`config.mk`:
```
export PLATFORM = sky130hd
export DESIGN_NAME = highlight_cursor_ctrl
export DESIGN_NICKNAME = d
export VERILOG_FILES = /design/src/rtl/highlight_cursor_ctrl.sv
export SDC_FILE = /design/constraint.sdc
export NUM_CORES = 1
export LEC_CHECK = 0
export ABC_AREA = 1
export BUFFER_PORTS_ARGS = -buffer_cell sky130_fd_sc_hd__buf_2
export CAP_MARGIN = 25
export CORE_MARGIN = 1.5
export CORE_UTILIZATION = 53
export CTS_BUF_LIST = sky130_fd_sc_hd__clkbuf_16
export DETAILED_ROUTE_END_ITERATION = 8
export GPL_TIMING_DRIVEN = 0
export HOLD_SLACK_MARGIN = 0.1
export PLACE_DENSITY = 0.82
export SLEW_MARGIN = 25
export SYNTH_ARGS = -nofsm -noshare
export SYNTH_HDL_FRONTEND = slang
export SYNTH_SLANG_ARGS = --single-unit
```
`constraint.sdc`:
```
create_clock -name CLOCK -period 1.75 [get_ports CLOCK]
set_clock_uncertainty 0.1 [all_clocks]
set_input_delay 0.175 -clock CLOCK [delete_from_list [all_inputs] [get_ports CLOCK]]
set_output_delay 0.175 -clock CLOCK [all_outputs]
set_load 0.02 [all_outputs]
```
`src/rtl/highlight_cursor_ctrl.sv`:
```
// rtl/highlight_cursor_ctrl.sv - cursor/selection sequencer for the product highlight overlay
// Button pulses move a cursor; the highlight register only reloads on FrameStart.
module highlight_cursor_ctrl #(
  parameter int NUM_ITEMS      = 12,
  parameter int BLINK_FRAMES   = 8,
  parameter int CONFIRM_FRAMES = 48,
  parameter int IDLE_FRAMES    = 600,
  parameter int FCNT_WIDTH     = 10
) (
  input  logic                 CLOCK,
  input  logic                 RESET,
  input  logic                 FrameStart,
  input  logic                 BtnNext,
  input  logic                 BtnPrev,
  input  logic                 BtnSelect,
  output logic [NUM_ITEMS-1:0] HighlightedProductList,
  output logic                 SelectPulse,
  output logic [3:0]           SelectedIndex,
  output logic                 Busy
);

  typedef enum logic [1:0] {
    S_IDLE    = 2'd0,
    S_BROWSE  = 2'd1,
    S_CONFIRM = 2'd2
  } state_e;

  localparam logic [3:0]            LAST      = 4'(NUM_ITEMS - 1);
  localparam logic [FCNT_WIDTH-1:0] ONE       = FCNT_WIDTH'(1);
  localparam logic [FCNT_WIDTH-1:0] IDLE_END  = FCNT_WIDTH'(IDLE_FRAMES);
  localparam logic [FCNT_WIDTH-1:0] CONF_END  = FCNT_WIDTH'(CONFIRM_FRAMES);
  localparam logic [FCNT_WIDTH-1:0] BLINK_END = FCNT_WIDTH'(BLINK_FRAMES - 1);
  localparam logic [NUM_ITEMS-1:0]  BIT0      = {{(NUM_ITEMS-1){1'b0}}, 1'b1};

  state_e                state_q, state_d;
  logic [3:0]            cursor_q, cursor_d;
  logic [FCNT_WIDTH-1:0] fcnt_q, fcnt_d;
  logic [FCNT_WIDTH-1:0] bcnt_q, bcnt_d;
  logic                  blink_q, blink_d;
  logic [NUM_ITEMS-1:0]  list_q, list_d;
  logic                  pulse_q, pulse_d;
  logic [3:0]            idx_q, idx_d;

  logic [NUM_ITEMS-1:0]  onehot;
  logic [NUM_ITEMS-1:0]  disp;
  logic [FCNT_WIDTH-1:0] fcnt_sat;
  logic                  any_btn;

  assign onehot   = BIT0 << cursor_q;
  assign fcnt_sat = (fcnt_q == '1) ? fcnt_q : fcnt_q + ONE;
  assign any_btn  = BtnNext | BtnPrev | BtnSelect;

  always_comb begin
    state_d  = state_q;
    cursor_d = cursor_q;
    fcnt_d   = fcnt_q;
    bcnt_d   = bcnt_q;
    blink_d  = blink_q;
    pulse_d  = 1'b0;
    idx_d    = idx_q;
    case (state_q)
      S_IDLE: begin
        // The wake-up press only changes state; it never moves or selects.
        if (any_btn) begin
          state_d = S_BROWSE;
          fcnt_d  = '0;
        end
      end
      S_BROWSE: begin
        if (BtnSelect) begin
          state_d = S_CONFIRM;
          fcnt_d  = '0;
          bcnt_d  = '0;
          blink_d = 1'b0;
          pulse_d = 1'b1;
          idx_d   = cursor_q;
        end else if (BtnNext || BtnPrev) begin
          fcnt_d = '0;
          if (BtnNext && !BtnPrev) begin
            cursor_d = (cursor_q == LAST) ? 4'd0 : cursor_q + 4'd1;
          end else if (BtnPrev && !BtnNext) begin
            cursor_d = (cursor_q == 4'd0) ? LAST : cursor_q - 4'd1;
          end
        end else if (FrameStart) begin
          fcnt_d = fcnt_sat;
          if (fcnt_sat == IDLE_END) state_d = S_IDLE;
        end
      end
      S_CONFIRM: begin
        if (FrameStart) begin
          fcnt_d = fcnt_sat;
          if (bcnt_q == BLINK_END) begin
            bcnt_d  = '0;
            blink_d = ~blink_q;
          end else begin
            bcnt_d = bcnt_q + ONE;
          end
          if (fcnt_sat == CONF_END) begin
            state_d = S_BROWSE;
            fcnt_d  = '0;
          end
        end
      end
      default: state_d = S_IDLE;
    endcase
  end

  always_comb begin
    disp = '0;
    case (state_q)
      S_BROWSE:  disp = onehot;
      S_CONFIRM: disp = blink_q ? '0 : onehot;
      default:   disp = '0;
    endcase
    list_d = FrameStart ? disp : list_q;
  end

  always_ff @(posedge CLOCK) begin
    if (RESET) begin
      state_q  <= S_IDLE;
      cursor_q <= '0;
      fcnt_q   <= '0;
      bcnt_q   <= '0;
      blink_q  <= 1'b0;
      list_q   <= '0;
      pulse_q  <= 1'b0;
      idx_q    <= '0;
    end else begin
      state_q  <= state_d;
      cursor_q <= cursor_d;
      fcnt_q   <= fcnt_d;
      bcnt_q   <= bcnt_d;
      blink_q  <= blink_d;
      list_q   <= list_d;
      pulse_q  <= pulse_d;
      idx_q    <= idx_d;
    end
  end

  assign HighlightedProductList = list_q;
  assign SelectPulse            = pulse_q;
  assign SelectedIndex          = idx_q;
  assign Busy                   = (state_q == S_CONFIRM);

endmodule
```
* Yosys cells after proc, flatten, opt, wreduce, memory -nomap -nowiden
Cells that the tools add are included. W data, S select, Z words.
Storage, ports and cells: output and inout bits 18, logic and storage cells 82, input port bits 6, flip-flop bits (word level) 44
Operators by class: $add $sub $neg 4, equal/unequal tests 16, shift-type cells 1, reduce and logical (&&, ||, !) cells 17, mux-type cells 31, bitwise gates (word level) 5
Operators by type and width (count):
- $mux W10 | 10
- $pmux W10 S3 | 1
- $pmux W12 S2 | 1
- $add A10 B1 Y10 const B | 2
- $eq A10 B10 Y1 const B | 2
- $pmux W10 S2 | 1
- $mux W4 | 4
- $mux W2 | 7
- $mux W12 | 1
- $reduce_and A4 Y1 | 3
- $shl A1 B4 Y12 const A | 1
- $eq A10 B3 Y1 const B | 1
- $eq A10 B6 Y1 const B | 1
- $ne A3 B3 Y1 const B | 3
- $ne A2 B2 Y1 const B | 3
- $pmux W2 S3 | 1
- $reduce_and A6 Y1 | 1
- $add A4 B1 Y4 const B | 1
- $eq A4 B4 Y1 const B | 1
- $logic_not A4 Y1 | 1
- $mux W1 | 4
- $ne A2 B1 Y1 const B | 2
- $ne A4 B4 Y1 const B | 1
- $reduce_bool A2 Y1 | 2
- 14 further kinds | 19

* Logic depth before layout (Yosys ltp)
Gate-level depths: netlist of run 1.
depth after elaboration 8, depth in mapped cells 14, depth with buffers taken out 14

* Least setup slack after synthesis of run 1
No wires, ideal clock.
path type reg2reg, from register state_q[0], to register bcnt_q[8], cell stages (with the launch flop) 12, slack -0.247 ns, library setup time 0.070 ns, required time 1.580 ns, data arrival time 1.827 ns, period minus slack after synthesis 1.997 ns, path buffers 0, cells stage by stage dfxtp_1 inv_1 ha_1 inv_2 o21ai_0 nand2_1 inv_2 nand2_1 nor2_1 nand2_1 or2_0 a21oi_1
On the way: cells in the longest elaborated chain, start to end 3, elaborated cells between the ends (all ways) 7, classes of those cells eq/ne: 4; mux: 1; reduce/logical: 2
Ends and longest elaborated chain:
- from (decl) | RTL line 35 | state_e state_q, state_d;
- from (signal assigned) | RTL line 129 | state_q <= state_d;
- $eq A2 B2 Y1 (*)
- net Busy | RTL line 19 | output logic Busy
- $ne A2 B2 Y1 (no source line) / $reduce_bool A2 Y1 (equally long branches)
- $reduce_and A3 Y1 (no source line)
- to (signal assigned) | RTL line 132 | bcnt_q <= bcnt_d;
- to (decl) | RTL line 38 | logic [FCNT_WIDTH-1:0] bcnt_q, bcnt_d;
Mark *: on every way through the listed nets, which the timed path passes. The rest lies on a longest branch. A chain may end at the register's enable or synchronous reset.

* Worst setup path in the final report of run 1
from register fcnt_q[1], to register fcnt_q[6]
On the way: cells in the longest elaborated chain, start to end 6, elaborated cells between the ends (all ways) 10, classes of those cells add/sub: 1; eq/ne: 2; mux: 7
Ends and longest elaborated chain:
- from (decl) | RTL line 37 | logic [FCNT_WIDTH-1:0] fcnt_q, fcnt_d;
- from (signal assigned) | RTL line 131 | fcnt_q <= fcnt_d;
- $add A10 B1 Y10 / $eq A10 B10 Y1 (equally long branches) | RTL line 50 | assign fcnt_sat = (fcnt_q == '1) ? fcnt_q : fcnt_q + ONE;
- $mux W10 (*) | RTL line 50
- $eq A10 B6 Y1 / $mux W10 (equally long branches) | RTL line 98, 84
- $mux W10, on equally long branches | RTL line 98, 77
- $mux W10, on equally long branches | RTL line 90, 70
- $pmux W10 S3 (*) | RTL line 61 | case (state_q)
Every way passes the cells marked *; elsewhere a longest branch is shown, timed or not. The select of a mux whose other input is x is not followed.

==> impl_results.md, run 1 <==
- HP Class: in -> reg
- Data arrival, critical path: 2.06 ns
- Non-filler cells in the finished layout: 466
- Synth Cell Area: 0.002540 sq mm
- Worst-path clk slew: 0.06 ns
- Initial drt markers: 224
- Synth cell types: 33
- Routed wl met3: 341 um
- CP Capture Type: register
- Top cells by area, synth: dfxtp_1 35%, nand2_1 12%, ha_1 7.9%, nand3_1 6.9%, inv_1 6.5%
- Crit-path max cell delay: 0.35 ns
- Total Wirelength: 7316 um
- Most common cell on crit path: nand3_2
- Failing checks: setup timing
- Sw frac: 0.3833
- Pre-antenna DRT Iters: 5
- Avg Inst Size Synth: 7.036 sq um
- Pin count of the biggest net entering global routing: 15
- Clock sink count: 44
- Final #Nets: 433
- Clock latency on the worst-skew pair: 0.29 ns
- Die area: 0.005216 sq mm
- Cts hold-fix bufs: 0
- IO buf count: 22
- Vias in the first global route: 2,439
- Slew Viols, Final: 0
- Period utilization: 1.143
- Post-DP HPWL: 4108 um
- CP delay by family, top: simple AND/OR/NAND/NOR gates
- # rows: 25
- Max Buffers Root-to-Sink: 2
- Logic pwr share: 0.383
- First-pass GRT wire length: 10,470 um
- Clk network pwr share: 0.274
- RSZ-0062 raised after global routing: true
- Top fanout value on the critical path: 7
- Final setup fails: 15
- WL/cell: 15.70 um
- Core Box Area: 0.004661 sq mm
- TritonCTS clock tree: yes
- Final ANT Viol Nets: 0
- Die H: 72.23 um
- Largest area contributor in the netlist: dfxtp_1
- Worst setup margin: -0.2495 ns
- Least-Margin Pin Slew: 0.6490 ns
- Placer congestion estimate: 0.8964
- Sequential share of power: 0.343
- Required @ worst endpoint: 1.81 ns
- Critical path class: reg -> reg
- Worst path slowest cell: dfxtp_4
- H-tree levels: 2
- Area delta synth->final: 33.00%
- Dpl cells: 437
- Min Tclk post-route: 2.000 ns
- Ys Warns: 0
- Post-synthesis register bit count: 44
- Post-synthesis sequential area ratio: 0.3468
- MaxCap Viol Count: 0
- Post-synth EDFFs: 0
- I/O pins: 24
- Vias: 2,672
- Met2 Wirelength: 3740 um
- DRC: 0
- Num CTS Buffers: 5
- Critical Path, Cell by Cell: ha_4 > nand2_4 > nor2_8 > nand3_4 > buf_6 > buf_6 > nand3_2 > nor2_2 > nand3_2 > nand2_4 > nand2_8 > nand3_2 > a21oi_2
- Top sig layer: met4
- Final Util: 0.7248
- Gr ovfl total: 0
- Final TNS setup: -2.613 ns
- Layout cell share with drive strength beyond 1: 0.3350
- GRT Total Usage: 0.2523
- Buf/Inv on CP: 2
- Leak: 0.001455 uW
- Max Freq: 0.5001 GHz
- Initial Util: 0.5450
- VDD IR max: 0.7272 mV
- Net Count, Synth: 383
- Pint: 2091 uW
- Area share of the largest cell type after synthesis: 0.3468
- Crit path launch type: register
- Headroom to the max-slew limit: 0.5673
- Status: finished, violations left
- Routed vias/inst: 5.734
- Cells after Synth: 361
- Ys async rst share: 0
- Root buf cell: clkbuf_16
- Sw Pwr: 1299 uW
- Final Hold Viols: 0
- PwrDens: 1004 mW/mm^2
- Ys flop type: dfxtp_1
- Die Wd: 72.23 um
- Met1 wire length: 3016 um
- DP Worst Slack: -0.3329 ns
- Antenna violations before repair: 0
- N_diodes: 0
## power by group through the flow
stage          clock [uW]  combinational (uW)  sequential (uW)
2_1_floorplan           0                 584             1190
6_report              929                1300             1160
3_3_place_gp            0                 794             1160
3_5_place_dp            0                 812             1160
5_1_grt               962                1400             1170
4_1_cts               923                1060             1150
## path summary, 6_finish.rpt
check | startpoint | to | slack (ns) | depth (start not counted)
hold reg to reg | HighlightedProductList[10] | HighlightedProductList[10] | 0.36 | 2
hold / removal | BtnSelect | SelectPulse | 0.14 | 3
setup reg to reg | fcnt_q[1] | fcnt_q[6] | -0.25 | 13
setup / recovery | fcnt_q[1] | fcnt_q[6] | -0.25 | 13
## registers in the layout, summed over array words and instances (netlist names)
name	cells
blink_q	1
fcnt_q	10
SelectedIndex	4
bcnt_q	10
HighlightedProductList	12
SelectPulse	1
state_q	2
cursor_q	4
## cell families after synthesis
group	after synthesis	share of synthesized area
and+or+nand+nor	179	0.3320
AOI/OAI and AO/OA	58	0.1261
buffers and inverters	56	0.08867
DFF	44	0.3468
adders and majority gates	16	0.07882
xor gates and xnor gates	8	0.02759
## layout make-up
cell class	instances	area (sq um)
Buffer	7	42.54
Clock buffer	5	125.1
Clock inverter	3	18.77
Fill cell	341	1282
Inverter	49	188.9
Multi-Input combinational cell	261	1739
Sequential cell	44	904.6
Tap cell	54	67.56
Timing Repair Buffer	43	291.5
## repair_timing
action	in CTS	in global routing
setup endpoints to repair	26	27
pin swaps	6	15
setup buffers	13	8
resized for setup	49	45
gates cloned	0	0
## worst reg2reg max path, stage by stage, from the launching register on
cell and delay [ns]:
dfxtp_4 0.35, ha_4 0.17, nand2_4 0.10, nor2_8 0.05
nand3_4 0.10, buf_6 0.15, buf_6 0.13, nand3_2 0.08
nor2_2 0.13, nand3_2 0.11, nand2_4 0.15, nand2_8 0.10
nand3_2 0.10, a21oi_2 0.05
## per-layer routing
| metal | vias up | GRT usage |
|---|---|---|
| met5 | - | 0 |
| met4 | 0 | 0.1216 |
| met3 | 27 | 0.04583 |
| met2 | 104 | 0.4414 |
| met1 | 1250 | 0.2975 |
| li1 | 1291 | - |
## stage by stage
stage	area (sq um)	total power (uW)	hold slack [ns]
global route	3378	3534	0.1473
CTS	3153	3137	0.1214
global placement	2736	1953	0.3496
detailed placement	2736	1974	0.3522
finish	3378	3390	0.1432
floorplan	2559	1773	0.2629
## cell usage after synthesis, types with 5 or more instances
cell,instances
clkbuf_1,5
o21ai_0,16
dfxtp_1,44
nand3_1,35
nand4_1,10
ha_1,16
inv_1,44
a21oi_1,30
nor2_1,31
xor2_1,6
nand2_1,81
nor3_1,5
## layout by cell type (no fill, tap or decap), drive strengths merged, types with 10 or more instances in the layout
master  netlist  routed
nand2        85      85
inv          47      47
buf           2      46
dfxtp        44      44
nand3        39      39
nor2         34      34
a21oi        30      30
o21ai        16      16
ha           16      16
nand4        10      10
(Power assumes the default switching activity.)
==> run 2: changes to the inputs <==
Settings changed: ABC_CLOCK_PERIOD_IN_PS set to 1750, PLACE_DENSITY 0.82 to 0.77.
==> run 2 against run 1 <==
  * The run still ends with setup timing left
  * Clock power up 15%
  * Power grew 3.5%
  * Setup slack better by 0.0083 ns
  * Non-clock buffer count rose by 2
  * Sequential power is essentially flat
  * Register-to-register slack barely moved
  * Die area stayed put
  * Via count decreased by 0.52%
  * Critical path depth unchanged
  * Hold slack better by 0.060 ns
  * Global-route usage up 0.37 points
  * Critical endpoint is now fcnt_q[7]
  * Largest cell class unchanged
  * Largest power group unchanged
==> impl_results.md, run 2 (same netlist as run 1, synthesis figures left out) <==
- Status: finished, violations left
- Failing checks: setup timing
- Worst setup margin: -0.2412 ns (+0.008304 ns)
- Die Wd: 72.23 um (unchanged)
- Die H: 72.23 um (unchanged)
- Most common cell on crit path: nand2_4
- Core Box Area: 0.004661 sq mm (unchanged)
- Final Hold Viols: 0 (unchanged)
- Pre-antenna DRT Iters: 6 (+1)
- Max Freq: 0.5022 GHz (+0.42%)
- Root buf cell: clkbuf_16
- Top fanout value on the critical path: 7 (unchanged)
- Layout cell share with drive strength beyond 1: 0.3333 (-0.001618)
- Crit-path max cell delay: 0.36 ns (about the same)
- DRC: 0 (unchanged)
- GRT Total Usage: 0.2560 (+0.003725)
- Reg2Reg Launch Point: fcnt_q[0]
- Slew Viols, Final: 0 (unchanged)
- CP Capture Type: register
- VDD IR max: 0.7479 mV (+2.9%)
- MaxCap Viol Count: 0 (unchanged)
- Max reg flops: 12 (unchanged)
- Vias in the first global route: 2,387 (-2.1%)
- CP delay by family, top: simple AND/OR/NAND/NOR gates
- Headroom to the max-slew limit: 0.6403 (+0.07294)
- # rows: 25 (unchanged)
- Tot Pwr: 3507 uW (+3.5%)
- H-tree levels: 2 (unchanged)
- Max Buffers Root-to-Sink: 2 (unchanged)
- Placer congestion estimate: 0.8821 (-1.6%)
- Num CTS Buffers: 5 (unchanged)
- N_diodes: 0 (unchanged)
- Final Util: 0.7358 (+0.01101)
- HP Class: in -> reg
- WL/cell: 15.38 um (-2.0%)
- Clock latency on the worst-skew pair: 0.29 ns (about the same)
- Least-Margin Pin Slew: 0.5396 ns (-0.1094 ns)
- Internal reg-to-reg setup slack: -0.24 ns (about the same)
- Buf/Inv on CP: 1 (-1)
- Required @ worst endpoint: 1.80 ns (about the same)
- Total Wirelength: 7199 um (-1.6%)
- I/O pins: 24 (unchanged)
- Clock sink count: 44 (unchanged)
- Hold_sp: BtnSelect
- Final ANT Viol Nets: 0 (unchanged)
- Crit path launch type: register
- PwrDens: 1023 mW/mm^2 (+1.9%)
- IO buf count: 22 (unchanged)
- Area delta synth->final: 35.02%
- Critical path class: reg -> reg
- Crit. Startpoint: fcnt_q[0]
- Worst-path clk slew: 0.07 ns (about the same)
- Period utilization: 1.138 (-0.004745)
- Min Tclk post-route: 1.991 ns (-0.008304 ns)
- RSZ-0062 raised after global routing: true
- Leak: 0.001491 uW (+2.5%)
- Vias: 2,658 (-0.52%)
- Final setup fails: 13 (-2)
- Worst path slowest cell: dfxtp_4
- Die area: 0.005216 sq mm (unchanged)
- Antenna violations before repair: 0 (unchanged)
- First-pass GRT wire length: 10,610 um (+1.3%)
- Initial drt markers: 221 (-1.3%)
- TritonCTS clock tree: yes
- Critical Path, Cell by Cell: ha_4 > nand2_4 > buf_6 > nor2_1 > nand2_1 > nand2_2 > nand3_2 > nor2_2 > nand3_2 > nand2_4 > nand2_4 > nand3_1 > a21oi_1
- Data arrival, critical path: 2.05 ns (about the same)
- Pin count of the biggest net entering global routing: 15 (unchanged)
- Gr ovfl total: 0 (unchanged)
- Final #Nets: 435 (+0.46%)
- Most frequent cells in the layout: 64 x nand2_1, 39 x inv_1, 35 x dfxtp_1, 28 x a21oi_1, 26 x nand3_1
- Initial Util: 0.5450 (unchanged)
- Final TNS setup: -2.081 ns (+0.5320 ns)
- Routed vias/inst: 5.679 (-0.95%)
- Post-DP HPWL: 4036 um (-1.7%)
- Commonest non-fill, non-tap cell in the layout: nand2_1
run 2: repair_timing:
| action | in CTS | in global routing |
|---|---|---|
| pin swaps | 10 | 18 |
| setup buffers | 12 | 9 |
| hold buffers | 0 | 0 |
| cloned | 1 | 1 |
| setup endpoints to repair | 26 | 37 |
| resized for setup | 48 | 52 |
run 2: through the flow:
stage	instance area, sq um	hold WS (ns)	setup WS [ns]	std cells
6_report	3430	0.2036	-0.2412	468
4_1_cts	3172	0.1820	-0.1262	458
5_1_grt	3430	0.2285	-0.3552	468
2_1_floorplan	2559	0.2629	-0.01311	361
3_5_place_dp	2736	0.3543	-0.2841	437
3_3_place_gp	2736	0.3497	-0.2493	437
run 2: path summary, 6_finish.rpt:
check,to,depth (start not counted)
worst min register to register,HighlightedProductList[11],2
worst max register to register,fcnt_q[7],13
worst max-delay path,fcnt_q[7],13
worst min-delay path,SelectPulse,3
run 2: report_power, final:
group	switching, uW	internal [uW]	leakage, uW
Sequential	71.3	1080	0.000361
Combinational	810	478	0.00105
Clock	395	671	0.0000814
run 2: metal layers:
| layer | vias to the layer above | GRT usage | wire, um |
|---|---|---|---|
| met3 | 30 | 0.05556 | 396 |
| met1 | 1231 | 0.3180 | 2862 |
| met2 | 102 | 0.4352 | 3677 |
| met5 | - | 0 | 0 |
| li1 | 1295 | - | - |
| met4 | 0 | 0.09644 | 262 |
run 2: final cells by class:
cell class | count | area (sq um)
clock buffers | 5 | 125.1
well taps | 54 | 67.56
clock inverters | 3 | 42.54
plain buffers | 7 | 48.80
flip-flops and latches | 44 | 899.6
multi-input cells | 261 | 1750
fillers | 333 | 1231
inverters | 49 | 191.4
repair buffers | 45 | 304.0
run 2: worst min-delay path: stages:
cell	delay, ns
buf_2	0.14
nand2_2	0.12
nor2_1	0.09
==> run 3: changes to the inputs <==
Settings changed: BUFFER_PORTS_ARGS -buffer_cell sky130_fd_sc_hd__buf_2 to -buffer_cell sky130_fd_sc_hd__buf_4.
==> run 3 against run 2 <==
  * The run still ends with setup timing left
  * Global-route usage is 2.3 points lower
  * Hold slack worse by 0.086 ns
  * Sequential power hardly changed
  * Critical endpoint is now cursor_q[3]
  * Largest power group unchanged
  * Highest routed layer unchanged
==> impl_results.md, run 3 (same netlist as run 1, synthesis figures left out) <==
- Num CTS Buffers: 5 (unchanged)
- IO buf count: 22 (unchanged)
- Final setup fails: 15 (+2)
- Least-Margin Pin Slew: 0.5478 ns (+0.008217 ns)
- VDD IR max: 0.6068 mV (-19%)
- Worst setup margin: -0.1965 ns (+0.04470 ns)
- Total Wirelength: 6404 um (-11%)
- Max reg flops: 12 (unchanged)
- I/O pins: 24 (unchanged)
- Placer congestion estimate: 0.8871 (+0.57%)
- Initial Util: 0.5450 (unchanged)
- Final Hold Viols: 0 (unchanged)
- Layout cell share with drive strength beyond 1: 0.2765 (-0.05679)
- MaxCap Viol Count: 0 (unchanged)
- Period utilization: 1.112 (-0.02554)
- Final ANT Viol Nets: 0 (unchanged)
- N_diodes: 0 (unchanged)
- Max Buffers Root-to-Sink: 2 (unchanged)
- Final TNS setup: -1.257 ns (+0.8245 ns)
- Gr ovfl total: 0 (unchanged)
- RSZ-0062 raised after global routing: true
- Top fanout value on the critical path: 7 (unchanged)
- Core Box Area: 0.004661 sq mm (unchanged)
- # rows: 25 (unchanged)
- Worst-path clk slew: 0.06 ns (about the same)
- Min Tclk post-route: 1.947 ns (-0.04470 ns)
- Cts hold-fix bufs: 0 (unchanged)
- Root buf cell: clkbuf_16
- Pre-antenna DRT Iters: 8 (+2)
- Commonest non-fill, non-tap cell in the layout: nand2_1
- Die H: 72.23 um (unchanged)
- Area delta synth->final: 29.85%
- Failing checks: setup timing
- Clock latency on the worst-skew pair: 0.29 ns (about the same)
- Die area: 0.005216 sq mm (unchanged)
- Final Util: 0.7077 (-0.02819)
- DRC: 0 (unchanged)
- Routed vias/inst: 5.560 (-2.1%)
- HP Class: in -> reg
- Multi-input logic area: 0.001625 sq mm (-7.1%)
- WL/cell: 13.95 um (-9.3%)
- Pin count of the biggest net entering global routing: 16 (+1)
- Required @ worst endpoint: 1.79 ns (about the same)
- Max Freq: 0.5137 GHz (+2.3%)
- Critical path class: reg -> reg
- Crit path launch type: register
- Vias: 2,552 (-4.0%)
- Data arrival, critical path: 1.99 ns (-0.06 ns)
- H-tree levels: 2 (unchanged)
- Tot Pwr: 3459 uW (-1.4%)
- TritonCTS clock tree: yes
- Most frequent cells in the layout: 67 x nand2_1, 38 x inv_1, 34 x dfxtp_1, 34 x buf_4, 33 x nand3_1
- DP Worst Slack: -0.2755 ns (+0.008680 ns)
- Headroom to the max-slew limit: 0.6348 (-0.005478)
- Antenna violations before repair: 0 (unchanged)
- Post-DP HPWL: 4017 um (-0.49%)
- First-pass GRT wire length: 9660 um (-9.0%)
- GRT Total Usage: 0.2325 (-0.02345)
- # fillers: 351 (+5.4%)
- Clock sink count: 44 (unchanged)
- Initial drt markers: 231 (+4.5%)
- CP Capture Type: register
- Leak: 0.001422 uW (-4.7%)
- Slew Viols, Final: 0 (unchanged)
- Die Wd: 72.23 um (unchanged)
- Final #Nets: 426 (-2.1%)
- Status: finished, violations left
- Vias in the first global route: 2,159 (-9.6%)
- Register Area: 903.4 sq um (+0.42%)
- PwrDens: 1049 mW/mm^2 (+2.6%)
[run 3: per-layer routing]
metal / global-route usage / routed length [um] / vias up
li1: - / - / 1276
met1: 0.3030 / 2782 / 1179
met2: 0.3807 / 3138 / 83
met3: 0.05278 / 342 / 14
met4: 0.07966 / 142 / 0
met5: 0 / 0 / -
[run 3: path summary, 6_finish.rpt]
path / from / endpoint / slack, ns / cells after the start
min reg2reg: HighlightedProductList[4] / HighlightedProductList[4] / 0.37 / 2
min: BtnSelect / SelectPulse / 0.12 / 3
max reg2reg: state_q[1] / cursor_q[3] / -0.20 / 9
max: state_q[1] / cursor_q[3] / -0.20 / 9
[run 3: repair_timing]
action / in CTS / in global routing
buffers inserted: 7 / 6
pin swaps: 6 / 14
gates cloned: 1 / 0
resized for setup: 33 / 40
setup endpoints to repair: 28 / 36
[run 3: worst max-delay path: stages (launching register included)]
cell	delay (ns)
dfxtp_4	0.37
inv_4	0.07
ha_4	0.17
inv_1	0.07
nor2_2	0.17
inv_1	0.09
nor2_1	0.21
nand2_2	0.16
a31oi_1	0.26
a221oi_1	0.14
[run 3: cell type report]
type                            instances  share of cell area
Clock buffer                            5             0.03794
Buffer                                  7             0.01480
Sequential cell                        44              0.2739
Inverter                               49             0.05880
Timing Repair Buffer                   36             0.08687
Clock inverter                          3             0.01442
Multi-Input combinational cell        261              0.4928
Tap cell                               54             0.02049
[run 3: through the flow]
step           instance area [sq um]  hold WS (ns)  instances
5_1_grt                         3298        0.1255        459
3_5_place_dp                    2791        0.3572        437
2_1_floorplan                   2559        0.2629        361
4_1_cts                         3136        0.1359        453
3_3_place_gp                    2791        0.3448        437
6_report                        3298        0.1178        459
[run 3: where the power goes]
| group | leakage, uW | internal [uW] | switching [uW] |
|---|---|---|---|
| Clock | 0.0000840 | 678 | 406 |
| Sequential | 0.000362 | 1090 | 77.5 |
| Combinational | 0.000976 | 463 | 748 |
